==> src/rtl/dmem_arbiter_pkg.sv <==
`default_nettype none
// ============================================================================
// Module   : dmem_arb_pkg
// Purpose  : Shared constants for the data-memory arbiter: status mode codes
//            and the round-robin pointer width helper.
// Revision : 1.0 - initial release
// ============================================================================
package dmem_arb_pkg;

  localparam logic [1:0] MODE_IDLE   = 2'b00;
  localparam logic [1:0] MODE_LOAD   = 2'b01;
  localparam logic [1:0] MODE_RUN    = 2'b10;
  localparam logic [1:0] MODE_UNLOAD = 2'b11;

  // Ceiling log2 with a floor of 1 so a pointer always has at least one bit.
  function automatic int clog2(input int n);
    int w;
    w = 1;
    for (int i = 1; i < 31; i++) begin
      if ((1 << i) < n) w = i + 1;
    end
    return w;
  endfunction

endpackage
`default_nettype wire

==> src/rtl/dmem_arbiter_if.sv <==
`default_nettype none
// ============================================================================
// Module   : dmem_arbiter_if
// Purpose  : Core-side request/grant bus of the data-memory arbiter. The cores
//            use the master modport, the arbiter the slave modport.
// Revision : 1.0 - initial release
// ============================================================================
interface dmem_arbiter_if #(
  parameter int N_CORES = 4,
  parameter int DW      = 16,
  parameter int AW      = 16
);

  logic [N_CORES-1:0]    core_req;
  logic [N_CORES-1:0]    core_wr_en;
  logic [N_CORES*AW-1:0] core_addr;
  logic [N_CORES*DW-1:0] core_wdata;
  logic [N_CORES-1:0]    core_lock;
  logic [N_CORES-1:0]    core_done;
  logic [N_CORES-1:0]    core_gnt;
  logic [N_CORES-1:0]    core_rvalid;
  logic [DW-1:0]         core_rdata;

  modport master (
    output core_req, core_wr_en, core_addr, core_wdata, core_lock, core_done,
    input  core_gnt, core_rvalid, core_rdata
  );

  modport slave (
    input  core_req, core_wr_en, core_addr, core_wdata, core_lock, core_done,
    output core_gnt, core_rvalid, core_rdata
  );

endinterface
`default_nettype wire

==> src/rtl/dmem_arbiter_rr_arbiter.sv <==
`default_nettype none
// ============================================================================
// Module   : rr_arbiter
// Purpose  : Combinational round-robin picker. Candidates are req & ~mask; the
//            search starts at ptr and wraps. Produces a one-hot grant, the
//            winner index and a valid flag.
// Revision : 1.0 - initial release
// ============================================================================
module rr_arbiter #(
  parameter int N  = 4,
  parameter int PW = 2
) (
  input  logic [N-1:0]  req,
  input  logic [N-1:0]  mask,
  input  logic [PW-1:0] ptr,
  output logic [N-1:0]  gnt,
  output logic [PW-1:0] winner,
  output logic          valid
);

  logic [N-1:0] elig;
  logic [N-1:0] rot;

  assign elig = req & ~mask;
  // Rotate so bit 0 is the core at ptr; the first set bit is then the winner.
  assign rot  = N'({elig, elig} >> ptr);

  // Priority-encode the rotated vector and map the offset back to a core index.
  always_comb begin
    int w;
    w      = 0;
    valid  = 1'b0;
    for (int k = 0; k < N; k++) begin
      if (!valid && rot[k]) begin
        valid = 1'b1;
        w     = int'(ptr) + k;
        if (w >= N) w = w - N;
      end
    end
    winner = PW'(w);
    gnt    = valid ? (N'(1) << winner) : '0;
  end

endmodule
`default_nettype wire

==> src/rtl/dmem_arbiter.sv <==
`default_nettype none
// ============================================================================
// Module   : dmem_arbiter
// Purpose  : Shares one synchronous DRAM between N_CORES cores and the com
//            port. RUN mode grants cores round-robin (registered grant, DRAM
//            access in the grant cycle, rvalid one cycle later for reads);
//            LOAD/UNLOAD hand the DRAM to the com port. Also aggregates the
//            per-core done flags into end_process.
// Options  : DMEM_ARB_LOCK_EN - a granted core holding core_lock keeps the bus
//            across consecutive cycles until the lock drops or RUN is left.
// Revision : 1.0 - initial release
// ============================================================================
module dmem_arbiter
  import dmem_arb_pkg::*;
#(
  parameter int N_CORES = 4,
  parameter int DW      = 16,
  parameter int AW      = 16
) (
  input  logic           clk,
  input  logic           rst_n,
  input  logic [1:0]     status,
  input  logic [DW-1:0]  com_data_in,
  input  logic [AW-1:0]  com_addr,
  input  logic           com_wr_en,
  output logic [DW-1:0]  com_data_out,
  dmem_arbiter_if.slave  bus,
  output logic [AW-1:0]  DM_addr,
  output logic [DW-1:0]  DM_data_in,
  output logic           DM_write_en,
  input  logic [DW-1:0]  DM_out,
  output logic           end_process
);

  localparam int PW = clog2(N_CORES);

  logic [N_CORES-1:0] gnt_q, gnt_d;
  logic [PW-1:0]      gnt_idx_q, gnt_idx_d;
  logic [N_CORES-1:0] rvalid_q, rvalid_d;
  logic [PW-1:0]      rr_ptr_q, rr_ptr_d;
  logic [AW-1:0]      dm_addr_q, dm_addr_d;
  logic               end_process_q, end_process_d;

  logic               run;
  logic [N_CORES-1:0] arb_req;
  logic [N_CORES-1:0] arb_mask;
  logic [N_CORES-1:0] arb_gnt;
  logic [PW-1:0]      arb_winner;
  logic               arb_valid;

  assign run = (status == MODE_RUN);

`ifdef DMEM_ARB_LOCK_EN
  logic [N_CORES-1:0] lock_q, lock_d;
  logic [N_CORES-1:0] lock_hold;

  // Lock stays with the core that took it while granted, as long as it keeps core_lock high.
  assign lock_hold = (gnt_q | lock_q) & bus.core_lock;
  assign lock_d    = run ? lock_hold : '0;

  // Lock owner register; leaving RUN breaks the lock.
  always_ff @(posedge clk or negedge rst_n) begin
    if (!rst_n) lock_q <= '0;
    else        lock_q <= lock_d;
  end
`else
  logic lock_unused;
  assign lock_unused = ^bus.core_lock;
`endif

  // Arbiter candidates: normally all requesters minus the core granted this cycle;
  // under a held lock only the lock owner is eligible.
  always_comb begin
    arb_req  = bus.core_req;
    arb_mask = gnt_q;
`ifdef DMEM_ARB_LOCK_EN
    if (|lock_hold) begin
      arb_req  = lock_hold & bus.core_req;
      arb_mask = '0;
    end
`endif
  end

  rr_arbiter #(
    .N  (N_CORES),
    .PW (PW)
  ) u_rr (
    .req    (arb_req),
    .mask   (arb_mask),
    .ptr    (rr_ptr_q),
    .gnt    (arb_gnt),
    .winner (arb_winner),
    .valid  (arb_valid)
  );

  // DRAM mux: an asserted grant always finishes its access, even if status just left RUN.
  always_comb begin
    DM_addr     = dm_addr_q;
    DM_data_in  = '0;
    DM_write_en = 1'b0;
    if (|gnt_q) begin
      DM_addr     = bus.core_addr[int'(gnt_idx_q)*AW +: AW];
      DM_data_in  = bus.core_wdata[int'(gnt_idx_q)*DW +: DW];
      DM_write_en = bus.core_wr_en[gnt_idx_q];
    end else if (status == MODE_LOAD) begin
      DM_addr     = com_addr;
      DM_data_in  = com_data_in;
      DM_write_en = com_wr_en;
    end else if (status == MODE_UNLOAD) begin
      DM_addr     = com_addr;
      DM_data_in  = com_data_in;
    end
  end

  // Next grant, pointer, rvalid and done aggregation.
  always_comb begin
    gnt_d     = '0;
    gnt_idx_d = gnt_idx_q;
    rr_ptr_d  = rr_ptr_q;
    if (run && arb_valid) begin
      gnt_d     = arb_gnt;
      gnt_idx_d = arb_winner;
      rr_ptr_d  = (arb_winner == PW'(N_CORES - 1)) ? '0 : arb_winner + 1'b1;
    end
    rvalid_d      = gnt_q & ~bus.core_wr_en;
    end_process_d = run & (&bus.core_done);
    dm_addr_d     = DM_addr;
  end

  // Arbiter state registers.
  always_ff @(posedge clk or negedge rst_n) begin
    if (!rst_n) begin
      gnt_q         <= '0;
      gnt_idx_q     <= '0;
      rvalid_q      <= '0;
      rr_ptr_q      <= '0;
      dm_addr_q     <= '0;
      end_process_q <= 1'b0;
    end else begin
      gnt_q         <= gnt_d;
      gnt_idx_q     <= gnt_idx_d;
      rvalid_q      <= rvalid_d;
      rr_ptr_q      <= rr_ptr_d;
      dm_addr_q     <= dm_addr_d;
      end_process_q <= end_process_d;
    end
  end

  assign bus.core_gnt    = gnt_q;
  assign bus.core_rvalid = rvalid_q;
  assign bus.core_rdata  = DM_out;
  assign com_data_out    = DM_out;
  assign end_process     = end_process_q;

endmodule
`default_nettype wire
==> src/flat_wrapper.sv <==
// flat-port wrapper written by rule: the top's interface ports become plain ports
module dmem_arbiter_flat import dmem_arb_pkg::*;
#(
  parameter int N_CORES = 4,
  parameter int DW      = 16,
  parameter int AW      = 16
)
  (clk, rst_n, status, com_data_in, com_addr, com_wr_en, com_data_out, DM_addr, DM_data_in, DM_write_en, DM_out, end_process, bus_core_req, bus_core_wr_en, bus_core_addr, bus_core_wdata, bus_core_lock, bus_core_done, bus_core_gnt, bus_core_rvalid, bus_core_rdata);
  dmem_arbiter_if #(.N_CORES(N_CORES), .DW(DW), .AW(AW)) bus_i ();
  input  logic clk;
  input  logic rst_n;
  input  logic [1:0] status;
  input  logic [DW-1:0] com_data_in;
  input  logic [AW-1:0] com_addr;
  input  logic com_wr_en;
  output logic [DW-1:0] com_data_out;
  output logic [AW-1:0] DM_addr;
  output logic [DW-1:0] DM_data_in;
  output logic DM_write_en;
  input  logic [DW-1:0] DM_out;
  output logic end_process;
  input wire logic [$bits(bus_i.core_req)-1:0] bus_core_req;
  input wire logic [$bits(bus_i.core_wr_en)-1:0] bus_core_wr_en;
  input wire logic [$bits(bus_i.core_addr)-1:0] bus_core_addr;
  input wire logic [$bits(bus_i.core_wdata)-1:0] bus_core_wdata;
  input wire logic [$bits(bus_i.core_lock)-1:0] bus_core_lock;
  input wire logic [$bits(bus_i.core_done)-1:0] bus_core_done;
  output wire logic [$bits(bus_i.core_gnt)-1:0] bus_core_gnt;
  output wire logic [$bits(bus_i.core_rvalid)-1:0] bus_core_rvalid;
  output wire logic [$bits(bus_i.core_rdata)-1:0] bus_core_rdata;
  assign bus_i.core_req = bus_core_req;
  assign bus_i.core_wr_en = bus_core_wr_en;
  assign bus_i.core_addr = bus_core_addr;
  assign bus_i.core_wdata = bus_core_wdata;
  assign bus_i.core_lock = bus_core_lock;
  assign bus_i.core_done = bus_core_done;
  assign bus_core_gnt = bus_i.core_gnt;
  assign bus_core_rvalid = bus_i.core_rvalid;
  assign bus_core_rdata = bus_i.core_rdata;
  dmem_arbiter #(.N_CORES(N_CORES), .DW(DW), .AW(AW)) u_core (.clk(clk), .rst_n(rst_n), .status(status), .com_data_in(com_data_in), .com_addr(com_addr), .com_wr_en(com_wr_en), .com_data_out(com_data_out), .bus(bus_i), .DM_addr(DM_addr), .DM_data_in(DM_data_in), .DM_write_en(DM_write_en), .DM_out(DM_out), .end_process(end_process));
endmodule
==> config.mk <==
export PLATFORM = sky130hd
export DESIGN_NAME = dmem_arbiter_flat
export DESIGN_NICKNAME = d
export VERILOG_FILES = /design/src/rtl/dmem_arbiter_pkg.sv /design/src/rtl/dmem_arbiter_if.sv /design/src/rtl/dmem_arbiter_rr_arbiter.sv /design/src/rtl/dmem_arbiter.sv /design/src/flat_wrapper.sv
export SDC_FILE = /design/constraint.sdc
export NUM_CORES = 1
export LEC_CHECK = 0
export ABC_AREA = 1
export BUFFER_PORTS_ARGS = -buffer_cell sky130_fd_sc_hd__buf_2
export CORE_AREA = 2 2 106 108
export CTS_BUF_LIST = sky130_fd_sc_hd__clkbuf_2 sky130_fd_sc_hd__clkbuf_4 sky130_fd_sc_hd__clkbuf_8
export DETAILED_ROUTE_END_ITERATION = 12
export DIE_AREA = 0 0 108 110
export HOLD_SLACK_MARGIN = 0.05
export SYNTH_ARGS = -nofsm -noshare
export SYNTH_HDL_FRONTEND = slang
export SYNTH_SLANG_ARGS = --single-unit
==> constraint.sdc <==
create_clock -name clk -period 4 [get_ports clk]
set_input_delay 0.8 -clock clk [delete_from_list [all_inputs] [get_ports clk]]
set_output_delay 0.8 -clock clk [all_outputs]
set_load 0.01 [all_outputs]
==> results of run 1 <==
[stage by stage]
step	total power (µW)	hold slack (ns)
final	3270	0.545
after detailed placement	2970	0.540
after global routing	3570	0.579
after CTS	3290	0.549
after global placement	2930	0.535
after floorplan	2250	0.504
[where the power goes]
| group | switching (µW) | internal [µW] |
|---|---|---|
| Combinational | 1550 | 914 |
| Sequential | 66.4 | 426 |
| Clock | 127 | 186 |
[placed cells by master, fill, tap and decap left out]
master and instances:
clkbuf_8 5, nand4_1 3, inv_4 1, nand2_4 1, clkinvlp_4 1, ha_1 4, bufinv_16 1, dfrtp_1 28
o21ai_2 1, a31o_2 16, a31oi_1 16, nand2_8 1, nor2_4 1, nor3_1 1, nor2_1 59, a21oi_1 32
clkinv_4 1, dfrtp_2 1, nand2_1 89, o21ai_0 35, nand3_2 7, xor2_1 1, o22ai_1 17, buf_4 6
o21ai_4 1, inv_6 1, o21ai_1 1, nand2_2 6, a221oi_1 16, inv_1 14, buf_2 218, nand3_1 15
inv_2 5
[worst max path at each step]
stage                        startpoint        endpoint  slack, ns  cells after the start
floorplan                     status[0]     DM_addr[10]       1.44                      5
global placement    u_core.gnt_idx_q[0]  DM_data_in[13]       1.26                      6
detailed placement  u_core.gnt_idx_q[0]      DM_addr[0]       1.22                      7
CTS                 u_core.gnt_idx_q[0]      DM_addr[0]       0.90                      7
global route        u_core.gnt_idx_q[0]      DM_addr[0]       0.69                      7
finish              u_core.gnt_idx_q[0]      DM_addr[0]       0.88                      7
[layout make-up]
type	count	area, µm²
Fill cell	1153	6740
Multi-Input combinational cell	323	1720
Timing Repair Buffer	224	1140
Sequential cell	29	727
Tap cell	140	175
Inverter	21	86.3
Clock buffer	5	68.8
Clock inverter	3	46.3
[cell families (layout without fill, tap and decap cells)]
family          after synthesis  after routing  share of synthesized area, %
buf+inv                      87            253                          16.8
xor+xnor                      1              1                         0.299
fa+ha+maj                     4              4                          1.71
compound gates              135            135                          29.1
flops                        29             29                          24.7
simple gates                183            183                          27.4
[worst max-delay path: cells and delay by family, from the launching register on]
family,cells,cell delay [ns]
simple gates,1,0.06
flops,1,0.41
buf+inv,3,1.09
compound gates,3,0.48
[flip-flops by register name (all words and copies together), names as in the netlist]
signal	cells
u_core.dm_addr_q	16
u_core.rr_ptr_q	2
u_core.bus.core_gnt	4
u_core.gnt_idx_q	2
u_core.bus.core_rvalid	4
u_core.end_process	1
[layer usage]
metal  global-route usage [%]  wire length (µm)  up-vias
li1                         -                 -     1814
met1                     20.4              4600     1714
met2                     31.9              5660      181
met3                     2.29               790       21
met4                     6.41               257        0
met5                        0                 0        -
==> impl_metrics.py, run 1 <==
metrics = {
    "outcome": {
        "status": "finished, final reports clean",
    },
    "timing": {
        "setup_viol": 0,
        "finalSetupTns_ns": 0,
        "rsz0062_at_grt": "no",
        "fin_crit_ns": 3.12,
        "finalCritPeriodShare_pct": 78.0,
        "skew_ns": 0.00648,
        "hold_violations": 0,
        "relSlewSlack_pct": 54.5,
        "max_freq_mhz": 321,
        "tightest_slew_ns": 0.682,
        "layout_setup_ws_ns": 0.882,
        "slew_violations": 0,
    },
    "yosys": {
        "ys_ff_latch": 29,
        "yosysSeqAreaShare_pct": 24.7,
        "synth_commonest_cells": "nand2_1, nor2_1, o21ai_0",
        "yosys_warnings": 0,
        "postSynthAreaPerCell_um2": 6.68,
        "netlist_top_cells_area": "dfrtp_1, nand2_1, buf_4",
        "yosys.cell_count.top_type": "nand2_1",
        "ys.flop_type": "dfrtp_1",
        "synth_top_area_share_pct": 24.7,
        "synth_edf_count": 0,
        "synth.distinct_cells": 31,
        "synthArstFlopShare_pct": 100,
        "syn-cell-area_um2": 2930,
        "synth_top_area_cell": "dfrtp_1",
        "synthesis.instances": 439,
        "syn_nets": 640,
    },
    "cts": {
        "clockRootBuffer": "clkbuf_8",
        "clkTransAtPathRegs_ns": 0.07,
        "cts.sinks": 29,
        "cts_setup_buffers": 0,
        "post_cts_resized": 0,
        "numCtsBuffers": 5,
        "ctsHoldBuffers": 0,
        "cts_tree": "built",
        "htree_num_levels": 2,
        "clkLatencyLatePin_ns": 0.28,
        "cts.path.max_buffers": 2,
    },
    "cells_and_area": {
        "post-route-util_pct": 37.0,
        "drive_gt1_share_pct": 45.3,
        "design_area_um2": 3960,
        "area_growth_pct": 34.9,
        "antenna_cells": 0,
        "finalNetCount": 805,
        "final_cells": 745,
    },
    "job": {
        "drv_cap": 0,
    },
    "route": {
        "drc_errors": 0,
        "wl_um": 11300,
        "via_per_inst": 5.01,
        "dr.pass1.iters": 4,
        "initialDrtViolationCount": 226,
        "avgRoutedWirePerCell_um": 15.2,
        "vias": 3730,
        "drtAntennaViolNets": 0,
    },
    "setup_path": {
        "criticalPathCategory": "register to output pin",
        "r2r_end": "u_core.rr_ptr_q[1]",
        "cp.arrival_ns": 2.32,
        "start_kind": "register",
        "worstPathMaxFanout": 36,
        "reg2reg_slack_ns": 1.94,
        "cpMaxStageDelayCell": "inv_2",
        "end_kind": "output pin",
        "required_ns": 3.20,
        "crit_path_cell_trace": "inv_2 > buf_4 > o21ai_0 > o22ai_1 > nor2_1 > a31oi_1 > buf_2",
        "r2r_start": "u_core.rr_ptr_q[1]",
        "max_stage_delay_ns": 0.48,
        "r2r_cells": 10,
    },
    "global_route": {
        "grt_pass1_wl_um": 16100,
        "grt_max_degree": 68,
        "grt-ovfl-total": 0,
        "grt_pass1_vias": 3414,
        "grt_usage_pct": 17.3,
        "grt_antenna_before_repair": 0,
    },
    "floorplan": {
        "die_area_um2": 11900,
        "io_pins": 271,
        "initial_utilization_pct": 27.4,
        "coreArea_um2": 10700,
        "dieWidth_um": 108,
        "die-height_um": 110,
        "fp-row-count": 38,
    },
    "power": {
        "cellPowerDensity_nw_per_um2": 828,
        "p_leak_uw": 0.00211,
        "ir_drop_mv": 0.315,
    },
    "worst_hold_path": {
        "hp-class": "primary input to async pin",
    },
    "placed_design": {
        "placedCellCount": 737,
        "place_area_um2": 3840,
        "dpl.hpwl_um": 8510,
        "place_ws_ns": 1.22,
        "finalWeightedCongestion": 0.869,
        "portBuffers": 218,
    },
}
(Power assumes the default switching activity.)
==> run 2: changes to the inputs <==
- CORE_AREA: 2 2 106 108 -> 2 2 107 109
- DIE_AREA: 0 0 108 110 -> 0 0 109 111
- clock period: 4 -> 2.54 ns (I/O delays scaled with it)
==> run 2 against run 1 <==
Against the previous run: power increased by 68%; critical endpoint is now DM_addr[4]; register-to-register slack got worse by 1.5 ns; combinational power grew 68%; critical path type unchanged; critical path depth shrank 1; clock power rose by 66%; highest routed layer unchanged.
==> impl_metrics.py, run 2 (synthesis results as in run 1) <==
metrics = {
    "outcome": {
        "status": "finished, final reports clean",
    },
    "route": {
        "dr.pass1.iters": 4,
        "vias": 3801,
        "drc_errors": 0,
        "avgRoutedWirePerCell_um": 15.6,
        "initialDrtViolationCount": 271,
        "wl_um": 11800,
        "via_per_inst": 5.02,
        "drtAntennaViolNets": 0,
    },
    "cells_and_area": {
        "largest_reg_flops": 16,
        "final_common_cell": "buf_2",
        "top_register": "u_core.dm_addr_q",
        "finalNetCount": 813,
        "mostFrequentLayoutCells": "buf_2, nand2_1, nor2_1",
        "design_area_um2": 4120,
        "drive_gt1_share_pct": 46.5,
        "area_growth_pct": 40.4,
    },
    "worst_hold_path": {
        "hp-class": "primary input to async pin",
    },
    "cts": {
        "clkTransAtPathRegs_ns": 0.07,
        "ctsHoldBuffers": 0,
        "clkLatencyLatePin_ns": 0.28,
        "cts.path.max_buffers": 2,
        "cts_tree": "built",
        "numCtsBuffers": 5,
        "clockRootBuffer": "clkbuf_8",
        "cts_setup_buffers": 0,
        "cts.sinks": 29,
        "htree_num_levels": 2,
    },
    "global_route": {
        "busiest_layer": "met2",
        "grt_pass1_vias": 3663,
        "grt_antenna_before_repair": 1,
        "met1_usage_pct": 23.5,
        "grt_max_degree": 68,
        "grtUsageMet3_pct": 2.29,
        "met2_usage_pct": 31.2,
        "grt-ovfl-total": 0,
        "grt_usage_pct": 18.3,
        "grt_pass1_wl_um": 17600,
    },
    "floorplan": {
        "dieWidth_um": 109,
        "coreArea_um2": 11100,
        "die-height_um": 111,
        "fp-row-count": 39,
        "io_pins": 271,
        "initial_utilization_pct": 26.5,
        "die_area_um2": 12100,
    },
    "timing": {
        "rsz0062_at_grt": "yes",
        "slew_violations": 0,
        "hold_violations": 0,
        "max_freq_mhz": 414,
        "relSlewSlack_pct": 55.5,
        "setup_viol": 0,
        "fin_crit_ns": 2.41,
        "finalCritPeriodShare_pct": 95.0,
        "tightest_slew_ns": 0.667,
        "skew_ns": 0.00545,
    },
    "placed_design": {
        "finalWeightedCongestion": 0.865,
        "dpl.hpwl_um": 9000,
        "place_area_um2": 3930,
        "portBuffers": 218,
    },
    "setup_path": {
        "criticalPathCategory": "register to output pin",
        "end_kind": "output pin",
        "r2r_cells": 10,
        "cp.arrival_ns": 1.90,
        "required_ns": 2.03,
        "worstPathMaxFanout": 34,
        "start_kind": "register",
        "reg2reg_slack_ns": 0.49,
        "r2r_start": "u_core.rr_ptr_q[1]",
        "r2r_end": "u_core.rr_ptr_q[1]",
    },
    "power": {
        "total_power_uw": 5500,
        "cellPowerDensity_nw_per_um2": 1340,
        "ir_drop_mv": 0.834,
        "p_leak_uw": 0.00218,
    },
    "job": {
        "drv_cap": 0,
    },
}
[run 2: cell types whose count changed in the layout (fill, tap and decap cells not counted), moves of 2 or more]
cell,change
buf_4,+2
buf_12,+3
a31oi_1,-2
inv_2,-2
a31oi_2,+2
[run 2: worst max path at each step]
stage,start,endpoint,slack [ns],cells past startpoint
after floorplan,status[0],DM_addr[10],0.56,5
after global placement,u_core.gnt_idx_q[0],DM_addr[3],0.31,7
after detailed placement,u_core.gnt_idx_q[1],DM_addr[3],0.25,6
after CTS,u_core.gnt_idx_q[1],DM_addr[5],0.006,7
after global routing,u_core.bus.core_gnt[2],DM_addr[4],-0.008,7
final,u_core.gnt_idx_q[0],DM_addr[4],0.13,6
[run 2: cell type report]
cell class | instances | area (µm²)
multi-input combinational | 323 | 1730
antenna | 1 | 2.50
timing repair buffer | 232 | 1260
inverter | 21 | 96.3
tap | 143 | 179
clock buffer | 7 | 90.1
fill | 1190 | 6960
sequential | 29 | 728
clock inverter | 1 | 30.0
[run 2: critical path: stages (launching register included)]
cell	delay, ns
dfrtp_2	0.49
buf_12	0.23
o21ai_0	0.12
o22ai_1	0.28
nor2_1	0.11
a31oi_2	0.21
buf_2	0.17
[run 2: per-stage QoR]
stage | setup WS, ns | setup TNS (ns) | instances | utilization (%) | hold WS [ns]
floorplan | 0.561 | 0 | 439 | - | 0.212
global placement | 0.314 | 0 | 747 | 35.5 | 0.536
detailed placement | 0.253 | 0 | 747 | 35.5 | 0.541
CTS | 0.00612 | 0 | 755 | 36.7 | 0.293
global route | -0.00820 | -0.00820 | 757 | 37.2 | 0.317
finish | 0.127 | 0 | 757 | 37.2 | 0.256
[run 2: power by group]
part           total, µW  internal [µW]  switching, µW
Combinational       4160           1660           2490
Sequential           821            673            148
Clock                519            330            188
Total               5500           2670           2830
[run 2: layer usage]
metal	wire (µm)	part of all wire [%]	vias up
met1	4920	42	1749
met3	945	8.0	22
met2	5730	48	199
met5	0	0	-
li1	-	-	1831
met4	232	2.0	0
[run 2: repair_timing]
action / in CTS / in global routing
pin swaps: 0 / 0
gates cloned: 0 / 1
resized for setup: 2 / 8
endpoints found under the setup margin: 1 / 11
==> run 3: changes to the inputs <==
- CAP_MARGIN: not set -> 30
- MAX_ROUTING_LAYER: not set -> met4
==> run 3 against run 2 <==
Against the previous run: sequential power fell by 2%; non-clock buffer count did not move; utilization fell by 0.14 points.
==> impl_metrics.py, run 3 (synthesis results as in run 1) <==
metrics = {
    "route": {
        "avgRoutedWirePerCell_um": 15.9,
        "via_per_inst": 4.91,
        "initialDrtViolationCount": 395,
        "drc_errors": 0,
        "vias": 3719,
        "wl_um": 12000,
        "drtAntennaViolNets": 0,
        "dr.pass1.iters": 4,
    },
    "setup_path": {
        "start_kind": "register",
        "cp.arrival_ns": 1.90,
        "end_kind": "output pin",
        "criticalPathCategory": "register to output pin",
        "required_ns": 2.03,
        "worstPathMaxFanout": 11,
    },
    "cts": {
        "clkLatencyLatePin_ns": 0.28,
        "ctsHoldBuffers": 0,
        "htree_num_levels": 2,
        "cts_tree": "built",
        "clkTransAtPathRegs_ns": 0.07,
        "cts.path.max_buffers": 2,
        "cts.sinks": 29,
        "clockRootBuffer": "clkbuf_8",
        "numCtsBuffers": 5,
    },
    "timing": {
        "tightest_slew_ns": 0.694,
        "layout_setup_ws_ns": 0.128,
        "fin_crit_ns": 2.41,
        "max_freq_mhz": 415,
        "finalSetupTns_ns": 0,
        "relSlewSlack_pct": 53.7,
        "skew_ns": 0.00329,
        "slew_violations": 0,
        "setup_viol": 0,
        "finalCritPeriodShare_pct": 94.9,
        "hold_violations": 0,
        "rsz0062_at_grt": "no",
    },
    "cells_and_area": {
        "final_common_cell": "buf_2",
        "mostFrequentLayoutCells": "buf_2, nand2_1, nor2_1",
        "top_register": "u_core.dm_addr_q",
        "fillCellCount": 1203,
        "largest_reg_flops": 16,
        "drive_gt1_share_pct": 46.3,
        "area_growth_pct": 39.8,
        "finalNetCount": 813,
    },
    "floorplan": {
        "coreArea_um2": 11100,
        "initial_utilization_pct": 26.5,
        "die_area_um2": 12100,
        "io_pins": 271,
        "dieWidth_um": 109,
        "die-height_um": 111,
        "fp-row-count": 39,
    },
    "power": {
        "total_power_uw": 5530,
        "p_leak_uw": 0.00218,
        "ir_drop_mv": 0.725,
        "cellPowerDensity_nw_per_um2": 1350,
    },
    "worst_hold_path": {
        "hp-class": "primary input to async pin",
    },
    "outcome": {
        "status": "finished, final reports clean",
    },
    "global_route": {
        "grt_pass1_wl_um": 17700,
        "grt-ovfl-total": 0,
        "grt_antenna_before_repair": 1,
        "grt_pass1_vias": 3558,
        "grt_usage_pct": 18.9,
        "grt_max_degree": 68,
    },
    "placed_design": {
        "dpl.hpwl_um": 9010,
        "finalWeightedCongestion": 0.880,
        "place_ws_ns": 0.325,
        "portBuffers": 218,
    },
    "job": {
        "drv_cap": 0,
    },
}
## run 3: layout make-up
type	instances	area (µm²)	area share (%)
tap	143	179	4.36
antenna	1	2.50	0.0610
timing repair buffer	232	1260	30.8
sequential	29	728	17.8
inverter	21	91.3	2.23
clock inverter	3	46.3	1.13
clock buffer	5	68.8	1.68
multi-input combinational	323	1720	42.0
## run 3: worst max-delay path: stages (launching register included)
cell	delay [ns]
dfrtp_2	0.50
inv_4	0.14
buf_4	0.18
o21ai_0	0.09
o22ai_1	0.21
nor2_1	0.07
a31oi_1	0.22
buf_2	0.19
## run 3: timing repair
item | 4_1_cts | 5_1_grt
endpoints found under the hold margin | 0 | 0
gates resized for setup | 0 | 5
endpoints found under the setup margin | 0 | 13
setup buffers | 0 | 1
## run 3: report_power, final
group	internal, µW	total [µW]	switching (µW)	leakage (µW)
logic	1680	4220	2540	0.00176
registers	673	807	135	0.000359
clock network	293	497	203	0.0000544
total	2650	5530	2880	0.00218
## run 3: path summary, 6_finish.rpt
| path | start | to | slack, ns | depth (start not counted) |
|---|---|---|---|---|
| setup / recovery | u_core.gnt_idx_q[1] | DM_addr[5] | 0.13 | 7 |
| hold / removal | rst_n | u_core.dm_addr_q[10] | 0.26 | 1 |
| setup reg to reg | u_core.rr_ptr_q[1] | u_core.rr_ptr_q[1] | 0.55 | 10 |
| hold reg to reg | u_core.dm_addr_q[7] | u_core.dm_addr_q[7] | 0.55 | 2 |
| max in group asynchronous | rst_n | u_core.gnt_idx_q[1] | 1.78 | 1 |
| min in group clk | bus_core_wr_en[1] | u_core.bus.core_rvalid[1] | 0.41 | 2 |
## run 3: layer usage
metal	wire, µm	GRT usage [%]	up-vias
met5	0	-	-
met4	164	5.30	0
met3	841	2.00	13
met2	5780	32.3	172
met1	5230	23.4	1698
li1	-	-	1836
## run 3: through the flow
stage	instances	hold WS, ns	area [µm²]	util, %
after floorplan	439	0.212	2930	-
after global placement	746	0.536	3940	35.6
after detailed placement	746	0.540	3940	35.6
after CTS	754	0.295	4050	36.6
after global routing	757	0.324	4100	37.0
final	757	0.263	4100	37.0
